--- src/rtl/uart_tx_8bit.sv ---
// uart_tx_8bit
//   8N1 serial transmitter: a single-byte holding register that sits in front
//   of the shift register, so a second byte can be queued while a frame is on
//   the line. Each serial bit lasts CLKS_PER_BIT cycles. A frame is one start
//   bit (0), the data bits LSB first, and one stop bit (1).
//
// Parameters
//   CLKS_PER_BIT  clock cycles per serial bit, 1..65535
//
// Ports
//   clk    in   sole clock, rising edge
//   clear  in   synchronous active-high reset; overrides load and any transfer
//   D      in   [7:0] byte to transmit
//   load   in   write strobe; D is captured when load=1 and ready=1
//   ready  out  holding register empty (combinational ~hold_full)
//   tx     out  registered serial line, idle high
//   busy   out  a frame (START/DATA/STOP) is on tx
//   done   out  one-cycle pulse in the cycle after a frame's stop bit ends
module uart_tx_8bit #(
  parameter int unsigned CLKS_PER_BIT = 4
) (
  input  logic       clk,
  input  logic       clear,
  input  logic [7:0] D,
  input  logic       load,
  output logic       ready,
  output logic       tx,
  output logic       busy,
  output logic       done
);

  typedef enum logic [1:0] {
    IDLE  = 2'd0,
    START = 2'd1,
    DATA  = 2'd2,
    STOP  = 2'd3
  } state_t;

  localparam logic [15:0] CNT_LAST = 16'(CLKS_PER_BIT - 1);

  state_t      state_q,     state_d;
  logic [15:0] cnt_q,       cnt_d;
  logic [2:0]  idx_q,       idx_d;
  logic [7:0]  shift_q,     shift_d;
  logic [7:0]  hold_q,      hold_d;
  logic        hold_full_q, hold_full_d;
  logic        tx_q,        tx_d;
  logic        done_q,      done_d;

  logic load_accept;
  logic bit_end;

  assign ready = ~hold_full_q;
  assign tx    = tx_q;
  assign busy  = (state_q != IDLE);
  assign done  = done_q;

  // A load is only taken while the holding register is empty. A transfer
  // needs hold_full_q=1, so a load and a transfer can never coincide.
  assign load_accept = load & ~hold_full_q;
  assign bit_end     = (cnt_q == CNT_LAST);

  always_comb begin
    state_d     = state_q;
    cnt_d       = cnt_q;
    idx_d       = idx_q;
    shift_d     = shift_q;
    hold_d      = hold_q;
    hold_full_d = hold_full_q;
    tx_d        = tx_q;
    done_d      = 1'b0;

    if (load_accept) begin
      hold_d      = D;
      hold_full_d = 1'b1;
    end

    unique case (state_q)
      IDLE: begin
        tx_d  = 1'b1;
        cnt_d = '0;
        idx_d = '0;
        if (hold_full_q) begin
          shift_d     = hold_q;
          hold_full_d = 1'b0;
          tx_d        = 1'b0;
          state_d     = START;
        end
      end

      START: begin
        if (bit_end) begin
          cnt_d   = '0;
          idx_d   = '0;
          tx_d    = shift_q[0];
          state_d = DATA;
        end else begin
          cnt_d = cnt_q + 16'd1;
        end
      end

      // The shift register is consumed LSB first: the bit now on tx is
      // shift_q[0], so the next one to drive is shift_q[1] before shifting.
      DATA: begin
        if (bit_end) begin
          cnt_d = '0;
          if (idx_q == 3'd7) begin
            tx_d    = 1'b1;
            state_d = STOP;
          end else begin
            idx_d   = idx_q + 3'd1;
            tx_d    = shift_q[1];
            shift_d = shift_q >> 1;
          end
        end else begin
          cnt_d = cnt_q + 16'd1;
        end
      end

      // A queued byte goes straight into a new start bit with no idle gap.
      STOP: begin
        if (bit_end) begin
          cnt_d  = '0;
          idx_d  = '0;
          done_d = 1'b1;
          if (hold_full_q) begin
            shift_d     = hold_q;
            hold_full_d = 1'b0;
            tx_d        = 1'b0;
            state_d     = START;
          end else begin
            tx_d    = 1'b1;
            state_d = IDLE;
          end
        end else begin
          cnt_d = cnt_q + 16'd1;
        end
      end

      default: begin
        tx_d    = 1'b1;
        state_d = IDLE;
      end
    endcase
  end

  always_ff @(posedge clk) begin
    if (clear) begin
      state_q     <= IDLE;
      cnt_q       <= '0;
      idx_q       <= '0;
      shift_q     <= '0;
      hold_q      <= '0;
      hold_full_q <= 1'b0;
      tx_q        <= 1'b1;
      done_q      <= 1'b0;
    end else begin
      state_q     <= state_d;
      cnt_q       <= cnt_d;
      idx_q       <= idx_d;
      shift_q     <= shift_d;
      hold_q      <= hold_d;
      hold_full_q <= hold_full_d;
      tx_q        <= tx_d;
      done_q      <= done_d;
    end
  end

endmodule

--- config.mk ---
export PLATFORM = sky130hd
export DESIGN_NAME = uart_tx_8bit
export DESIGN_NICKNAME = d
export VERILOG_FILES = /design/src/rtl/uart_tx_8bit.sv
export SDC_FILE = /design/constraint.sdc
export NUM_CORES = 1
export LEC_CHECK = 0
export ABC_CLOCK_PERIOD_IN_PS = 4400
export CAP_MARGIN = 20
export CORE_MARGIN = 5
export CORE_UTILIZATION = 45
export DETAILED_ROUTE_END_ITERATION = 6
export HOLD_SLACK_MARGIN = 0.15
export PLACE_DENSITY = 0.64
export SKIP_LAST_GASP = 1
export SYNTH_ARGS = -nofsm -noshare
export SYNTH_HDL_FRONTEND = slang
export SYNTH_SLANG_ARGS = --single-unit
--- constraint.sdc ---
create_clock -name clk -period 4.4 [get_ports clk]
set_input_delay 0.44 -clock clk [delete_from_list [all_inputs] [get_ports clk]]
set_output_delay 0.44 -clock clk [all_outputs]
set_load 0.01 [all_outputs]
Word level (Yosys, flattened, before mapping)
Cells that the tools add are included.
{ "totals": {"out_inout_bits": 4, "in_bits": 11, "register_bits": 40} }
{ "op_classes": {"n_reduce_logical": 10, "n_eq_ne": 12, "muxes": 29, "n_bitwise": 3, "n_addsub": 2} }
{ "ops": {"columns": ["cell", "n"], "rows": [
  ["two-way mux 8 bit", 4],
  ["one-hot mux 16 bit (2 select lines)", 1],
  ["one-hot mux 8 bit (3 select lines)", 1],
  ["adder 16 x 1 -> 16 bit (second input constant)", 1],
  ["== test 16 x 2 -> 1 bit (second input constant)", 1],
  ["two-way mux 16 bit", 1],
  ["!= test 2 bit (second input constant)", 6],
  ["two-way mux 1 bit", 10],
  ["two-way mux 2 bit", 5],
  ["two-way mux 3 bit", 3],
  ["one-hot mux 3 bit (3 select lines)", 1],
  ["one-hot mux 2 bit (4 select lines)", 1],
  ["AND reduction 3 bit", 2],
  ["AND reduction 5 bit", 1],
  ["== test 2 bit (second input constant)", 2],
  ["one-hot mux 1 bit (4 select lines)", 1],
  ["AND reduction 4 bit", 1],
  ["OR reduction 2 bit", 2],
  ["adder 3 x 1 -> 3 bit (second input constant)", 1],
  ["== test 3 bit (second input constant)", 1],
  ["nonzero test 3 bit", 1],
  ["OR reduction 3 bit", 1],
  ["== test 2 x 1 -> 1 bit (second input constant)", 1],
  ["logical NOT 2 bit", 1],
  ["other kinds (5)", 6]
]} }

Longest topological paths before layout
{ "depth": {"ltp_word": 6, "mapped_depth": 7, "ltp_nobuf": 6} }

Worst setup path before layout
Ideal clock, no wire load.
{ "synth_path": {"path_kind": "reg-to-reg", "start": "register idx_q[0]", "end": "register shift_q[7]", "arrival_time_ns": 1.699, "setup_slack_ns": 2.630, "n_path_buf": 0, "setup_ns": 0.072, "path_stages_with_launch": 7, "t_required_ns": 4.328, "cell_sequence": "dfxtp_1 > ha_1 > ha_1 > and2_1 > nor3_2 > a21boi_4 > mux2i_1"} }
{ "synth_between": {"elab_chain_cells": 3} }
{ "synth_lines": {"columns": ["element", "line", "source"], "rows": [
  ["from (decl)", "43", "logic [2:0] idx_q, idx_d;"],
  ["from (signal assigned)", "160", "idx_q <= idx_d;"],
  ["== test 3 bit", "107", "if (idx_q == 3'd7) begin"],
  ["!= test 2 bit (no line)", null, null],
  ["AND reduction 4 bit (no line)", null, null],
  ["to (signal assigned)", "161", "shift_q <= shift_d;"],
  ["to (decl)", "44", "logic [7:0] shift_q, shift_d;"]
]} }
Every way passes these cells.
A chain may end at the register's enable or synchronous reset.

Worst setup path after layout
{ "layout_path": {"start": "register state_q[0]", "end": "register shift_q[7]"} }
{ "layout_between": {"elab_chain_cells": 3, "word_cells_on_any_way": 9} }
{ "layout_lines": {"columns": ["element", "line", "source"], "rows": [
  ["from (decl)", "41", "state_t state_q, state_d;"],
  ["from (signal assigned)", "158", "state_q <= state_d;"],
  ["== test 2 bit / logical NOT 2 bit (equally long branches)", "78", "unique case (state_q)"],
  ["!= test 2 bit (no line) / nonzero test 3 bit (equally long branches)", null, null],
  ["AND reduction 4 bit (no line)", null, null]
]} }
Several ways; a longest one is shown, not always the timed one.

==> summary.txt <==
Worst setup path
  • Buf/Inv on CP: 1
  • Arrival time at the worst endpoint: 2.53 ns
  • Critical path, cell by cell: inv_1, ha_1, and2_1, nor3_2, a21boi_4, mux2i_1
  • Crit path kind: flop to flop
  • CP max stage cell: ha_1
  • Slowest stage delay, CP: 0.44 ns
  • Critical Path Start Type: flop
  • Setup crit end kind: flop
  • Cell family with most CP delay: simple AND/OR/NAND/NOR gates
  • Critical Path Fanout Max: 16
  • Critical Path RT: 4.62 ns

Timing
  • Setup TNS: 0 ns
  • Final Critical Period: 2.31 ns
  • RSZ-0062 raised after global routing: no
  • Final setup viols: 0
  • Hold Worst Slack: 0.479 ns
  • Fin. max-slew vios: 0
  • Fmax: 433 MHz
  • Slew HR: 37.0%
  • Final hold vios: 0
  • Final Cycle Share: 52.5%
  • Setup Skew: 0.00770 ns
  • Slew @ Worst Pin: 0.943 ns

Clock network
  • Hold buffers post-CTS: 0
  • Cts repair resizes: 0
  • Clock-pin slew on the worst setup and hold paths: 0.08 ns
  • Total CTS buffers: 5
  • Sinks on Clock Net: 40
  • CTS tree: built
  • Post-CTS Setup Inserts: 0
  • Clk buf depth: 2
  • H-tree levels: 2
  • Root Driver: clkbuf_8
  • Latest clock arrival within the worst-skew pair: 0.29 ns

Logic synthesis
  • Synth warnings: 0
  • Post-synthesis mux area share: 8.85%
  • Post-synth EDFFs: 0
  • Sequential element share of the synthesized area: 41.6%
  • Synth Area in Compound Gates: 13.6%
  • Cells after Synth: 203
  • Simple-Gate Fraction of Synth Area: 21.7%
  • Largest family of logic cells by synthesized area: simple AND/OR/NAND/NOR gates
  • Syn_area_per_cell: 9.47 um^2
  • Cell variety after synth: 41
  • Post-synthesis xor/xnor area fraction: 5.92%
  • Syn Std Cell Area: 0.00192 mm^2
  • Net Count, Synth: 221
  • Synth async-reset ratio: 0%
  • Synth Flop Type: dfxtp_1
  • Post-Synth Adder-Cell Area: 4.55%
  • Seq cells post-synth: 40

Detailed routing
  • Antenna viol nets, final: 0
  • First-pass DRT Iterations: 4
  • Post-detailed-routing wire length: 3870 um
  • Drt drc: 0
  • Initial DRC Count: 92
  • Via density: 5.55
  • Wire length per cell: 14.5 um
  • Routed vias: 1487

Status
  • Outcome: finished clean

Pwr
  • Pwr dens: 505 mW/mm^2
  • Leak: 0.797 nW
  • Switching share of total power: 34.8%
  • Clk pwr share: 20.6%
  • Worst vdd ir: 0.000205 V
  • P_sw: 0.381 mW
  • Seq pwr share: 42.7%
  • Logic gate share of total power: 36.7%
  • Internal: 0.713 mW

Die
  • Core area: 0.00406 mm^2
  • Die Height: 75.4 um
  • Core Rows: 23
  • Die area: 0.00568 mm^2
  • Total I/O pin count: 15
  • Chip width: 75.4 um
  • Initial Util: 47.4%

Global route
  • Total congestion overflow: 0
  • Number of global-route vias before repair: 1521
  • First-pass GRT wire length: 6590 um
  • Overall routing resource usage: 15.2%
  • Largest net degree at the start of global routing: 17
  • Initial antenna violation count: 0

Placed design
  • GPL Wtd Cong: 0.865
  • Area of placed instances: 0.00209 mm^2
  • # port buffers: 14
  • Post-DP HPWL: 2790 um

Finish
  • ANT cells: 0
  • Area grow syn2layout: 12.8%
  • Fin area: 0.00217 mm^2
  • Layout cells sized above 1: 7.34%
  • Footprint of the multi-input gates: 0.00105 mm^2
  • Filler cells: 365
  • Fin nets: 236
  • Reg area: 801 um^2

Min path
  • Hold Path Class: flop to flop

Job
  • Max-cap violations: 0
-- kinds of logic after synthesis --
group / after synthesis
fa+ha+maj: 7
mux: 17
compound gates: 33
simple gates: 77
flops: 40
buf+inv: 16
xor+xnor: 13
-- flip-flops by register name, summed over array words and instances, names as in the netlist --
signal / count
idx_q: 3
hold_q: 8
done: 1
hold_full_q: 1
state_q: 2
shift_q: 8
tx: 1
cnt_q: 16
-- layout make-up --
class	instances	area share, %
Tap cell	50	2.89
Timing Repair Buffer	14	6.46
Clock inverter	1	0.231
Multi-Input combinational cell	147	48.4
Clock buffer	6	3.35
Sequential cell	40	36.9
Inverter	10	1.73
-- cell usage after synthesis, types with 2 or more instances --
cell	n	area share, %
dfxtp_1	40	42
nor2_1	30	5.9
mux2i_1	17	8.8
xnor2_1	12	5.5
inv_1	10	2.0
nand2_1	10	2.0
nand3_1	9	2.3
o211ai_1	8	3.1
ha_1	7	4.6
o211a_1	7	3.6
a21oi_1	6	1.6
nor3_1	5	1.3
nand4_1	4	1.3
clkbuf_1	3	0.59
nor4_1	3	0.98
o21ai_0	3	0.78
a32oi_1	2	0.91
nor2b_1	2	0.65
nor4_2	2	1.3
or3_1	2	0.65
-- tightest hold or removal path, delay by kind of cell, from the launching register on --
family,cells,cell delay [ns]
muxes,1,0.06
DFF,1,0.32
and+or+nand+nor,1,0.05
-- per-layer routing --
metal	global-route usage [%]	wire [um]
met2	23.4	1800
met1	18.2	1780
met5	0	0
met4	9.32	76
met3	5.15	217
-- path summary, 6_finish.rpt --
kind / start / end / cells after the start / slack [ns]
hold / removal: shift_q[7] / shift_q[7] / 2 / 0.48
setup reg to reg: state_q[0] / shift_q[7] / 6 / 2.09
hold reg to reg: shift_q[7] / shift_q[7] / 2 / 0.48
setup / recovery: state_q[0] / shift_q[7] / 6 / 2.09
-- power groups by stage --
stage               logic [mW]  registers [mW]  clock network, mW
floorplan                0.304           0.463                  0
CTS                      0.401           0.467              0.238
detailed placement       0.398           0.475                  0
global placement         0.382           0.472                  0
global route             0.440           0.474              0.252
finish                   0.401           0.468              0.225
-- metrics by stage --
step,cells,utilization [%],total power [mW],setup WS [ns]
floorplan,203,-,0.767,2.63
global placement,261,51.5,0.854,2.18
detailed placement,261,51.5,0.874,2.09
CTS,268,53.4,1.11,2.07
global route,268,53.4,1.17,1.91
finish,268,53.4,1.09,2.09
-- layout by cell type (no fill, tap or decap), types with 3 or more instances in the layout --
master / Yosys / final
a21oi_1: 6 / 6
clkbuf_8: 0 / 5
clkdlybuf4s50_1: 0 / 14
dfxtp_1: 40 / 40
ha_1: 7 / 7
inv_1: 10 / 10
mux2i_1: 17 / 17
nand2_1: 10 / 10
nand3_1: 9 / 9
nand4_1: 4 / 4
nor2_1: 30 / 30
nor3_1: 5 / 5
nor4_1: 3 / 3
o211a_1: 7 / 7
o211ai_1: 8 / 8
o21ai_0: 3 / 3
xnor2_1: 12 / 12
(Power assumes the default switching activity.)
